[config.mk]
export PLATFORM = sky130hd
export DESIGN_NAME = sd_dat_tx_flat
export DESIGN_NICKNAME = d
export VERILOG_FILES = /design/src/rtl/sd_dat_tx_if.sv /design/src/rtl/sd_dat_tx.sv /design/src/flat_wrapper.sv
export SDC_FILE = /design/constraint.sdc
export NUM_CORES = 1
export LEC_CHECK = 0
export BUFFER_PORTS_ARGS = -buffer_cell sky130_fd_sc_hd__buf_2
export CAP_MARGIN = 5
export CORE_UTILIZATION = 35
export CTS_BUF_LIST = sky130_fd_sc_hd__clkbuf_8
export DETAILED_ROUTE_END_ITERATION = 8
export PLACE_DENSITY = 0.65
export SLEW_MARGIN = 25
export SYNTH_ARGS = -nofsm -noshare
export SYNTH_HDL_FRONTEND = slang
export SYNTH_SLANG_ARGS = --single-unit
[constraint.sdc]
create_clock -name sdClk -period 4.7 [get_ports sdClk]
set_input_delay 0.94 -clock sdClk [delete_from_list [all_inputs] [get_ports sdClk]]
set_output_delay 0.94 -clock sdClk [all_outputs]
set_load 0.01 [all_outputs]
[src/rtl/sd_dat_tx_if.sv]
// Signals between the SD DAT0 block transmitter, the host write buffer, the pad driver and the CRC16 unit.
// slave is the transmitter's view; master is the view of whatever surrounds it.
interface sd_dat_tx_if;
  logic        start;
  logic        abort;
  logic [7:0]  txData;
  logic        txValid;
  logic        txReady;
  logic        datOut;
  logic        datOe;
  logic        busy;
  logic        done;
  logic        underrun;
  logic        crcBit;
  logic        crcEn;
  logic        crcRst;
  logic [15:0] crcVal;

  modport slave (
    input  start, abort, txData, txValid, crcVal,
    output txReady, datOut, datOe, busy, done, underrun, crcBit, crcEn, crcRst
  );

  modport master (
    output start, abort, txData, txValid, crcVal,
    input  txReady, datOut, datOe, busy, done, underrun, crcBit, crcEn, crcRst
  );
endinterface

[src/rtl/sd_dat_tx.sv]
// Serialises one SD block on DAT0: start bit, BLK_BYTES bytes MSB-first, 16-bit CRC from the external unit, end bit.
// The bus clock never stalls: a byte missing at its load slot goes out as 8'hFF and sets the sticky underrun flag.
module sd_dat_tx #(
  parameter int BLK_BYTES = 512,
  parameter int CNT_W     = 10
) (
  input logic        sdClk,
  input logic        sdRst_n,
  sd_dat_tx_if.slave bus
);

  typedef enum logic [2:0] {S_IDLE, S_START, S_DATA, S_CRC, S_END, S_DONE} state_t;

  localparam logic [CNT_W-1:0] LAST_BYTE = CNT_W'(BLK_BYTES - 1);

  state_t           state_q, state_d;
  logic [7:0]       shreg_q, shreg_d;
  logic [2:0]       bitCnt_q, bitCnt_d;
  logic [CNT_W-1:0] byteCnt_q, byteCnt_d;
  logic [3:0]       idx_q, idx_d;
  logic             underrun_q, underrun_d;
  logic             crcRst_q, crcRst_d;
  logic             last_byte;
  logic             load_byte;

  assign last_byte = (byteCnt_q == LAST_BYTE);
  assign load_byte = (state_q == S_START) ||
                     (state_q == S_DATA && bitCnt_q == 3'd0 && !last_byte);

  always_ff @(posedge sdClk or negedge sdRst_n) begin
    if (!sdRst_n) begin
      state_q    <= S_IDLE;
      shreg_q    <= 8'hFF;
      bitCnt_q   <= 3'd7;
      byteCnt_q  <= '0;
      idx_q      <= '0;
      underrun_q <= 1'b0;
      crcRst_q   <= 1'b1;
    end else begin
      state_q    <= state_d;
      shreg_q    <= shreg_d;
      bitCnt_q   <= bitCnt_d;
      byteCnt_q  <= byteCnt_d;
      idx_q      <= idx_d;
      underrun_q <= underrun_d;
      crcRst_q   <= crcRst_d;
    end
  end

  always_comb begin
    state_d    = state_q;
    shreg_d    = shreg_q;
    bitCnt_d   = bitCnt_q;
    byteCnt_d  = byteCnt_q;
    idx_d      = idx_q;
    underrun_d = underrun_q;
    crcRst_d   = 1'b0;
    case (state_q)
      S_IDLE: begin
        if (bus.start) begin
          state_d    = S_START;
          crcRst_d   = 1'b1;
          underrun_d = 1'b0;
        end
      end
      S_START: begin
        state_d   = S_DATA;
        bitCnt_d  = 3'd7;
        byteCnt_d = '0;
      end
      S_DATA: begin
        shreg_d  = {shreg_q[6:0], 1'b0};
        bitCnt_d = bitCnt_q - 3'd1;
        if (bitCnt_q == 3'd0) begin
          if (last_byte) begin
            state_d = S_CRC;
            idx_d   = '0;
          end else begin
            byteCnt_d = byteCnt_q + CNT_W'(1);
          end
        end
      end
      S_CRC: begin
        idx_d = idx_q + 4'd1;
        if (idx_q == 4'd15) state_d = S_END;
      end
      S_END:   state_d = S_DONE;
      S_DONE:  state_d = S_IDLE;
      default: state_d = S_IDLE;
    endcase
    // The substituted 8'hFF is really transmitted, so the CRC unit sees it too.
    if (load_byte) begin
      shreg_d = bus.txValid ? bus.txData : 8'hFF;
      if (!bus.txValid) underrun_d = 1'b1;
    end
    if (bus.abort && state_q != S_IDLE) state_d = S_IDLE;
  end

  always_comb begin
    bus.datOut  = 1'b1;
    bus.datOe   = 1'b0;
    bus.busy    = 1'b1;
    bus.done    = 1'b0;
    bus.txReady = 1'b0;
    bus.crcEn   = 1'b0;
    case (state_q)
      S_IDLE: bus.busy = 1'b0;
      S_START: begin
        bus.datOe   = 1'b1;
        bus.datOut  = 1'b0;
        bus.txReady = 1'b1;
      end
      S_DATA: begin
        bus.datOe   = 1'b1;
        bus.datOut  = shreg_q[7];
        bus.crcEn   = 1'b1;
        bus.txReady = (bitCnt_q == 3'd0) && !last_byte;
      end
      // crcEn is low here, so crcVal holds the finished checksum.
      S_CRC: begin
        bus.datOe  = 1'b1;
        bus.datOut = bus.crcVal[4'd15 - idx_q];
      end
      S_END:   bus.datOe = 1'b1;
      S_DONE:  bus.done  = 1'b1;
      default: bus.busy  = 1'b0;
    endcase
  end

  assign bus.crcBit   = bus.datOut;
  assign bus.crcRst   = crcRst_q;
  assign bus.underrun = underrun_q;

endmodule

[src/flat_wrapper.sv]
// flat-port wrapper written by rule: the top's interface ports become plain ports
module sd_dat_tx_flat 
#(
  parameter int BLK_BYTES = 512,
  parameter int CNT_W     = 10
)
  (sdClk, sdRst_n, bus_start, bus_abort, bus_txData, bus_txValid, bus_crcVal, bus_txReady, bus_datOut, bus_datOe, bus_busy, bus_done, bus_underrun, bus_crcBit, bus_crcEn, bus_crcRst);
  sd_dat_tx_if bus_i ();
  input logic sdClk;
  input logic sdRst_n;
  input wire logic [$bits(bus_i.start)-1:0] bus_start;
  input wire logic [$bits(bus_i.abort)-1:0] bus_abort;
  input wire logic [$bits(bus_i.txData)-1:0] bus_txData;
  input wire logic [$bits(bus_i.txValid)-1:0] bus_txValid;
  input wire logic [$bits(bus_i.crcVal)-1:0] bus_crcVal;
  output wire logic [$bits(bus_i.txReady)-1:0] bus_txReady;
  output wire logic [$bits(bus_i.datOut)-1:0] bus_datOut;
  output wire logic [$bits(bus_i.datOe)-1:0] bus_datOe;
  output wire logic [$bits(bus_i.busy)-1:0] bus_busy;
  output wire logic [$bits(bus_i.done)-1:0] bus_done;
  output wire logic [$bits(bus_i.underrun)-1:0] bus_underrun;
  output wire logic [$bits(bus_i.crcBit)-1:0] bus_crcBit;
  output wire logic [$bits(bus_i.crcEn)-1:0] bus_crcEn;
  output wire logic [$bits(bus_i.crcRst)-1:0] bus_crcRst;
  assign bus_i.start = bus_start;
  assign bus_i.abort = bus_abort;
  assign bus_i.txData = bus_txData;
  assign bus_i.txValid = bus_txValid;
  assign bus_i.crcVal = bus_crcVal;
  assign bus_txReady = bus_i.txReady;
  assign bus_datOut = bus_i.datOut;
  assign bus_datOe = bus_i.datOe;
  assign bus_busy = bus_i.busy;
  assign bus_done = bus_i.done;
  assign bus_underrun = bus_i.underrun;
  assign bus_crcBit = bus_i.crcBit;
  assign bus_crcEn = bus_i.crcEn;
  assign bus_crcRst = bus_i.crcRst;
  sd_dat_tx #(.BLK_BYTES(BLK_BYTES), .CNT_W(CNT_W)) u_core (.sdClk(sdClk), .sdRst_n(sdRst_n), .bus(bus_i));
endmodule
Yosys cells after proc, flatten, opt, wreduce, memory -nomap -nowiden
Cells that the tools add are included.
{ "word_totals": {"input_bits": 29, "reg_bits": 30} }
{ "classes": {"n_addsub": 4, "n_mux": 30, "magnitude_cmp": 1, "n_reduce_logical": 17, "eq_ne": 14} }
{ "ops": {"columns": ["operator", "count"], "rows": [
  ["8-bit 2-to-1 mux", 3],
  ["10-bit 2-to-1 mux", 2],
  ["10-bit one-hot mux with 2 select lines", 1],
  ["3-bit 2-to-1 mux", 5],
  ["3-bit one-hot mux with 5 select lines", 1],
  ["1-bit 2-to-1 mux", 11],
  ["10-bit by 1-bit adder with 10-bit output, second input constant", 1],
  ["10-bit by 9-bit equality test with 1-bit output, second input constant", 1],
  ["4-bit 2-to-1 mux", 2],
  ["4-bit one-hot mux with 2 select lines", 1],
  ["3-bit by 2-bit equality test with 1-bit output, second input constant", 2],
  ["3-bit equality test, second input constant", 2],
  ["3-bit logical NOT", 2],
  ["3-bit by 2-bit != test with 1-bit output, second input constant", 2],
  ["3-bit one-hot mux with 2 select lines", 1],
  ["3-bit AND reduction", 2],
  ["2-bit nonzero test", 3],
  ["4-bit by 5-bit < comparator with 1-bit output, second input constant", 1],
  ["5-bit OR reduction", 1],
  ["4-bit by 1-bit adder with 4-bit output, second input constant", 1],
  ["1-bit binary-select mux with 4-bit select", 1],
  ["4-bit equality test, second input constant", 1],
  ["1-bit logical AND", 4],
  ["2-bit != test, second input constant", 2],
  ["13 further kinds", 13]
]} }

Longest topological paths before layout
Gate-level depths: netlist of run 1.
{ "depth": {"ltp_word": 5, "depth_mapped": 9} }

Least setup slack after synthesis of run 1
No wires, ideal clock.
{ "synth_path": {"kind": "input port to output port", "from": "in bus_crcVal[2]", "to": "out bus_datOut", "slack_ns": 1.582, "t_arrival_ns": 2.178, "path_buffers": 1, "stages": 5, "cell_sequence": "mux4_2 -> or2_2 -> a22oi_1 -> o211ai_1 -> buf_4"} }
{ "synth_via": {"elab_chain_cells": 3} }
{ "synth_rtl": {"columns": ["item", "line_no", "rtl"], "rows": [
  ["start: declaration", "flat_wrapper.sv:15", "input wire logic [$bits(bus_i.crcVal)-1:0] bus_crcVal;"],
  ["1-bit binary-select mux with 4-bit select", "sd_dat_tx.sv:122", "bus.datOut = bus.crcVal[4'd15 - idx_q];"],
  ["1-bit 2-to-1 mux (implied by the code)", "sd_dat_tx.sv:122", null],
  ["1-bit one-hot mux with 3 select lines", "sd_dat_tx.sv:106", "case (state_q)"],
  ["end: declaration", "flat_wrapper.sv:17", "output wire logic [$bits(bus_i.datOut)-1:0] bus_datOut;"]
]} }
Every way passes these cells. The select of a mux whose other input is x is not followed.

Final worst setup path of run 1
{ "layout_path": {"from": "reg u_core.byteCnt_q[0]", "to": "out bus_txReady"} }
{ "layout_via": {"elab_chain_cells": 4} }
{ "layout_rtl": {"columns": ["item", "line_no", "rtl"], "rows": [
  ["start: declaration", "sd_dat_tx.sv:19", "logic [CNT_W-1:0] byteCnt_q, byteCnt_d;"],
  ["start signal: assignment", "sd_dat_tx.sv:43", "byteCnt_q <= byteCnt_d;"],
  ["10-bit by 9-bit equality test with 1-bit output", "sd_dat_tx.sv:26", "assign last_byte = (byteCnt_q == LAST_BYTE);"],
  ["1-bit logical NOT", "sd_dat_tx.sv:117", "bus.txReady = (bitCnt_q == 3'd0) && !last_byte;"],
  ["1-bit logical AND", "sd_dat_tx.sv:117", null],
  ["1-bit one-hot mux with 2 select lines", "sd_dat_tx.sv:106", null],
  ["end: declaration", "flat_wrapper.sv:16", "output wire logic [$bits(bus_i.txReady)-1:0] bus_txReady;"]
]} }
Every way passes these cells.

==> results, run 1 <==
- Timing would allow up to 0.282 GHz.
- The yosys synthesis warning count is 0.
- Pin placement for this block handled 38 I/O pins.
- For this block, wires on met1 add up to 2110 µm.
- The total number of vias is 1602.
- The required time of the worst setup path is 3.76 ns.
- The starting density of the core is 37.0%.
- The horizontal extent of the die is 76.0 µm.
- Of all cell types, the one taking the most synthesized area is sky130_fd_sc_hd__dfrtp_1.
- The largest net degree at the start of global routing is 31.
- After layout, the minimum clock period comes to 3.54 ns.
- The signed area change from the synthesized netlist to the final layout is 15.3%.
- The share of power burned in combinational logic is 25.5%.
- The largest driver fanout on the critical path is 24.
- After floorplanning, the core was divided into 26 placement rows.
- For this run, design rule violations remaining after detail routing come to 0.
- The repair_antennas step left the layout with diodes totalling 0.
- The synthesized area per cell is 9.34 µm².
- The total die area is 5770 µm².
- The critical setup path kind is register to output pin.
- After detailed routing, the met3 layer carries 106 µm of wire.
- Summing the sequential cell areas from Yosys gives 40.0% of the chip area.
- Setup violations remaining at the end of the flow were counted as 0.
- TritonCTS built the clock tree.
- The fraction of final layout cells sized beyond drive strength 1 is 28.6%.
- The post-detailed-route wirelength per cell is 13.4 µm.
- The cell sitting at the root of the clock tree is a sky130_fd_sc_hd__clkbuf_8.
- The count of flip-flops with a built-in enable after synthesis is 0.
- The max-slew violation count is 0.
- Setup repair after global routing left no endpoint under its margin.
- The analysis attributes to net switching a power of 247 µW.
- In this run, post-CTS hold repair placed 0 buffers.
- The number of max-capacitance violations reported is 0.
- The floorplan step defined a core boundary enclosing 5170 µm².
- The clock passes through at most 2 buffers.
- During placement, the flow inserted port buffers numbering 37.
- The first detailed-routing pass ran for 4 iterations.
- The layout net count is 271.
- The detailed-route wire length is 4130 µm.
- The clock network is responsible for 26.8% of the overall power.
- The number of antenna-violating nets in the routed design is 0.
- The routed via count divided by cell count is 5.20.
- The number of nets handed over by synthesis was 239.
- Summed over all layers, the global routing overflow is 0.
- The largest voltage drop on the vdd net is 0.000239 V.
- The height of the die is 76.0 µm.
- The final critical path takes up 75.3% of the cycle.
- Among all cell types in the netlist, the one instantiated most often is sky130_fd_sc_hd__nor2_1.
- The clock net sink count is 30.
- The relative max-transition margin is 44.5%.
- The flop and latch count out of synthesis is 30.
- The met2 wirelength from detailed routing is 1850 µm.
- The post-cts sizing count is 0.
- The data arrival time of the worst path is 2.60 ns.
- The worst-skew pair later-pin latency is 0.28 ns.
- The clock-pin slew of the registers on the worst-case setup and hold paths is 0.07 ns.
- The total power per unit cell area is 358 nW/µm².
- Net switching is 31.3% of the power.
- The via count of the first global-routing pass was 1566.
- The highest layer touched by signal routing is met4.
- Summed over all failing endpoints, the final setup total negative slack is 0 ns.
- The static leakage is 0.000951 µW.
- The transition at the pin with the smallest max-transition slack is 0.830 ns.
- Counting every instance in the synthesized netlist gives 205.
- The final weighted congestion of routability-driven global placement is 0.777.
- The final-layout worst hold slack is 0.489 ns.
- The internal power of the cells is 543 µW.
- The number of endpoints with negative hold slack in the final report came to 0.
- The post-synthesis cell area is 1910 µm².
- The initial antenna violation count came to 0.
- The sequential share of power is 47.7%.
- The leading register cell type out of synthesis is sky130_fd_sc_hd__dfrtp_1.
- After clock tree synthesis, the setup repair step added 0 buffers.
- The setup clock skew after layout is 0.00514 ns.
- The wire length of the first global-routing pass is 7440 µm.
- The number of distinct library cells after synthesis is 47.
- After synthesis, the share of flip-flops with an asynchronous set or reset is 100%.
- The run finished with clean final reports.
- The commonest cells after synthesis are 21 x sky130_fd_sc_hd__nor2_1, 18 x sky130_fd_sc_hd__dfrtp_1, 12 x sky130_fd_sc_hd__dfstp_2, 12 x sky130_fd_sc_hd__nand2b_1.
- The class of the most critical hold timing path is register to register.
- The sum of net half-perimeters after detailed placement is 2940 µm.
- The DRC violation total after the first TritonRoute iteration is 103.
- The top cell type's share of synthesized area is 23.5%.
- Counting the buffers created by CTS gives 5.
- The worst setup path is launched from a register.
- The CTS H-tree depth is 2.
- After synthesis, the cell types taking the most area are sky130_fd_sc_hd__dfrtp_1 24%, sky130_fd_sc_hd__dfstp_2 16%, sky130_fd_sc_hd__mux4_2 4.7%.
- The overall track demand over capacity in global routing is 15.9%.
- The element type at the critical path end is an output pin.
==> power by group through the flow <==
stage / Combinational, µW / Sequential (µW) / Clock (µW)
final: 201 / 376 / 212
after global routing: 230 / 386 / 233
after CTS: 204 / 377 / 217
after detailed placement: 204 / 380 / 0
after global placement: 199 / 379 / 0
after floorplan: 159 / 364 / 0
==> path summary, 6_finish.rpt <==
check                               startpoint                   to  slack, ns  depth (start not counted)
min in group asynchronous              sdRst_n  u_core.byteCnt_q[2]       0.69                          1
max                        u_core.byteCnt_q[0]          bus_txReady       1.16                          6
max reg2reg                  u_core.state_q[1]  u_core.byteCnt_q[8]       2.20                          5
max in group asynchronous              sdRst_n  u_core.bus.underrun       3.58                          1
min                          u_core.shreg_q[0]    u_core.shreg_q[0]       0.49                          2
min reg2reg                  u_core.shreg_q[0]    u_core.shreg_q[0]       0.49                          2
==> cells in the final DEF (no fill, tap or decap), drive strengths merged, types with 2 or more instances in the layout <==
master  count
o21a        2
a31oi       5
dfrtp      18
nor3        5
nand2      11
buf        38
nor3b       2
o22ai       2
mux4        4
nand2b     12
o311ai      3
nand3      10
a211oi      8
dfstp      12
a22oi       2
ha          5
clkbuf      6
mux2i       2
o21ai       8
a21oi      11
clkinv      2
and3        2
nor2       21
nor2b       2
and2        2
or3b        2
or4         5
nand4       4
o211ai      7
or2         2
inv        12
==> state kept, by name, summed over array words and instances, names as in the netlist <==
register and cells:
u_core.idx_q 4, u_core.shreg_q 8, u_core.bus.crcRst 1, u_core.byteCnt_q 10, u_core.bitCnt_q 3, u_core.state_q 3
u_core.bus.underrun 1
==> worst max-delay path, stage by stage, from the launching register on <==
cell and delay (ns):
sky130_fd_sc_hd__dfrtp_1 0.38, sky130_fd_sc_hd__ha_1 0.22, sky130_fd_sc_hd__nand3_1 0.22, sky130_fd_sc_hd__o311ai_4 0.79
sky130_fd_sc_hd__and2_1 0.50, sky130_fd_sc_hd__inv_1 0.07, sky130_fd_sc_hd__buf_2 0.15
==> per-stage QoR <==
stage	power [µW]	util, %	std cells	instance area, µm²	setup slack, ns
2_1_floorplan	523	-	205	1910	1.58
3_3_place_gp	578	40.9	300	2120	1.52
3_5_place_dp	584	40.9	300	2120	1.46
4_1_cts	798	42.7	308	2210	1.16
5_1_grt	848	42.7	308	2210	0.888
6_report	789	42.7	308	2210	1.16
==> layer usage <==
metal	vias up	GRT usage, %
met2	22	23.2
met1	756	22.1
met4	0	5.96
li1	818	-
met5	-	0
met3	6	4.70
==> logic make-up after synthesis <==
family | share of synthesized area, %
muxes | 5.75
adders and majority gates | 3.27
and+or+nand+nor | 24.4
DFF | 40.0
AOI/OAI and AO/OA | 19.0
xor gates and xnor gates | 0.458
buffers and inverters | 7.12
==> final cells by class <==
type | instances | area (µm²)
fillers | 503 | 2970
well taps | 70 | 87.6
inverters | 12 | 57.6
repair buffers | 38 | 193
clock inverters | 2 | 8.76
flip-flops and latches | 30 | 766
clock buffers | 6 | 82.6
multi-input cells | 150 | 1010
No activity file was read; power rests on OpenSTA's default activity.
==> run 2: changes to the inputs <==
PLACE_DENSITY = 0.67   (was 0.65)
clock period = 2.9 ns   (was 4.7 ns; I/O delays follow)
==> run 2 against run 1 <==
Net effect: non-clock buffer count rose by 4; setup slack got worse by 0.93 ns; global-route usage fell by 0.065 points; combinational power rose by 70%; clock power rose by 67%; die area did not move; core utilization rose by 0.65 points; critical path depth fell by 1; first-iteration DRC count fell by 2.9%; sequential share of layout area fell by 0.52 points; design area rose by 1.5%; critical endpoint is now bus_crcBit; highest routed layer unchanged.
==> results, run 2 (synthesis results as in run 1) <==
- The element type at the critical path end is an output pin (unchanged).
- Largest registers ranked by flip-flop count: u_core.byteCnt_q: 10 flops, u_core.shreg_q: 8 flops, u_core.idx_q: 4 flops (unchanged).
- The horizontal extent of the die was 76.0 µm (unchanged).
- Based on the critical path, the design can be clocked at up to 0.374 GHz.
- The post-cts sizing count is 0 (unchanged).
- The fraction of final layout cells sized beyond drive strength 1 was 30.2% (was 28.6%).
- The fraction of the core area covered by cells at the end of the flow is 43.3% (was 42.7%).
- The worst reg2reg path startpoint is u_core.state_q[1] (unchanged).
- The setup clock skew after layout came to 0.00739 ns (was 0.00514 ns).
- After layout, the worst path uses 92.1% of the clock period.
- The number of endpoints with negative hold slack in the final report was 0 (unchanged).
- The worst-skew pair later-pin latency was 0.29 ns (was 0.28 ns).
- The shortest period the worst path allows is 2.67 ns.
- The number of optimization iterations in the first detailed-route pass was 4 (unchanged).
- The max-slew violation count is 0 (unchanged).
- The DRC violation total after the first TritonRoute iteration is 100 (was 103).
- The data arrival time of the worst path is 2.09 ns (was 2.60 ns).
- The largest driver fanout on the critical path is 7 (was 24).
- The number of antenna-violating nets in the routed design is 0 (unchanged).
- The post-detailed-route wirelength per cell is 13.1 µm (was 13.4 µm).
- RSZ-0062 raised after global routing: false (unchanged).
- The wire length of the first global-routing pass came to 7250 µm (was 7440 µm).
- The DRC violations left is 0 (unchanged).
- The static leakage came to 0.000965 µW (was 0.000951 µW).
- The CTS H-tree depth is 2 (unchanged).
- The buffer and inverter count on the worst path is 1 (was 2).
- The number of diodes is 0 (unchanged).
- The initial antenna violation count came to 0 (unchanged).
- The overall track demand over capacity in global routing was 15.8% (was 15.9%).
- The number of rows in the core area came to 26 (unchanged).
- The signed area change from the synthesized netlist to the final layout is 17.1% (was 15.3%).
- The final weighted congestion of routability-driven global placement came to 0.739 (was 0.777).
- The starting density of the core is 37.0% (unchanged).
- The detailed-route wire length is 4100 µm (was 4130 µm).
- The total die area is 5770 µm² (unchanged).
- The top register by number of flip-flops is u_core.byteCnt_q (unchanged).
- The met1 routed wirelength after detailed routing is 2070 µm (was 2110 µm).
- The total power per unit cell area is 576 nW/µm² (was 358 nW/µm²).
- The post-route setup TNS is 0 ns (unchanged).
- The largest voltage drop on the vdd net is 0.000393 V (was 0.000239 V).
- The number of ports placed on the die boundary is 38 (unchanged).
- The number of flip-flops under the largest register name is 10 (unchanged).
- The met3 wire length is 141 µm (was 106 µm).
- The required time of the worst setup path is 2.32 ns (was 3.76 ns).
- The sum of net half-perimeters after detailed placement is 2910 µm (was 2940 µm).
- The number of max-capacitance violations reported is 0 (unchanged).
- The post-CTS setup buffer count is 0 (unchanged).
- The largest buffer count on any clock path is 2 (unchanged).
- The class of the most critical hold timing path is primary input to async pin (was register to register).
- The routed via count divided by cell count is 5.20 (about the same).
- The top metal layer carrying routed signals is met4 (unchanged).
- The TritonCTS clock tree is yes (unchanged).
- Run status: completed (unchanged).
- The origin of the worst setup path is u_core.idx_q[0] (was u_core.byteCnt_q[0]).
- The clock net sink count is 30 (unchanged).
- The worst slack at placement is 0.452 ns (was 1.46 ns).
- The transition at the pin with the smallest max-transition slack was 0.671 ns (was 0.830 ns).
- The height of the die was 76.0 µm (unchanged).
- The final-layout worst hold slack is 0.329 ns (was 0.489 ns).
- The met2 wirelength from detailed routing is 1810 µm (was 1850 µm).
- The total number of vias is 1622 (was 1602).
- Cell breakdown of the critical path: mux4_2 -> or2_2 -> a22oi_1 -> o211ai_1 -> buf_2 (was ha_1 -> nand3_1 -> o311ai_4 -> and2_1 -> inv_1 -> buf_2).
- The nature of the critical path startpoint was a register (unchanged).
- The clock-pin slew of the registers on the worst-case setup and hold paths is 0.07 ns (about the same).
- The family with the most delay on the worst path is multiplexers (was compound AO/OA/AOI/OAI gates).
- The global route total overflow came to 0 (unchanged).
- Most frequent cells in the layout: 37 x sky130_fd_sc_hd__buf_2, 21 x sky130_fd_sc_hd__nor2_1, 18 x sky130_fd_sc_hd__dfrtp_1 (unchanged).
- The largest net degree at the start of global routing is 31 (unchanged).
- The number of I/O port buffers is 37 (unchanged).
- The via count of the first global-routing pass was 1499 (was 1566).
- The worst setup margin is 0.229 ns (was 1.16 ns).
- The placeable core region came to 5170 µm² (unchanged).
- The TritonCTS buffer count came to 5 (unchanged).
- The critical setup path kind is register to output pin (unchanged).
- The worst stage delay on the critical path is 0.54 ns (was 0.79 ns).
- The cell at the root of the clock tree is sky130_fd_sc_hd__clkbuf_8 (unchanged).
- The count of final setup violators is 0 (unchanged).
- The quantity of hold-fixing buffers added after cts is 0 (unchanged).
- The layout net count is 275 (was 271).
- The most common library cell in the layout ignoring fill and taps was sky130_fd_sc_hd__buf_2 (unchanged).
- The relative max-transition margin is 55.3% (was 44.5%).
- The critical path's slowest cell is sky130_fd_sc_hd__mux4_2 (was sky130_fd_sc_hd__o311ai_4).
## run 2: cell types whose count changed in the layout (fill, tap and decap cells not counted), sizes merged
| cell | previous run | this run |
|---|---|---|
| buf | 38 | 42 |
| clkinvlp | 0 | 1 |
| inv | 12 | 11 |
## run 2: routing by layer
layer,up-vias,track usage (%)
met3,7,4.22
met5,-,0
met2,26,22.9
li1,826,-
met4,0,7.31
met1,763,21.9
## run 2: final cells by class
type / count / area, µm²
clock inverters: 2 / 12.5
repair buffers: 42 / 223
flip-flops and latches: 30 / 766
clock buffers: 6 / 82.6
inverters: 12 / 57.6
well taps: 70 / 87.6
fillers: 507 / 2930
multi-input cells: 150 / 1010
## run 2: power breakdown
| group | internal [µW] | total [µW] | leakage [µW] | switching, µW |
|---|---|---|---|---|
| combinational | 150 | 342 | 0.000544 | 192 |
| sequential | 549 | 595 | 0.000374 | 45.5 |
| clock | 190 | 354 | 0.0000472 | 164 |
| total | 890 | 1290 | 0.000965 | 402 |
## run 2: worst paths after layout
kind	endpoint	cells after the start	slack, ns
setup / recovery	bus_crcBit	5	0.23
hold / removal	u_core.byteCnt_q[1]	1	0.33
setup reg to reg	u_core.byteCnt_q[8]	5	0.70
hold reg to reg	u_core.shreg_q[0]	2	0.48
max in group asynchronous	u_core.state_q[2]	1	2.13
min in group sdClk	u_core.state_q[2]	2	0.48
## run 2: metrics by stage
stage                     area [µm²]  cells  power (µW)
after floorplan                 1910    205         848
after global placement          2150    304         942
after detailed placement        2150    304         948
after CTS                       2240    312        1310
after global routing            2240    312        1380
final                           2240    312        1290
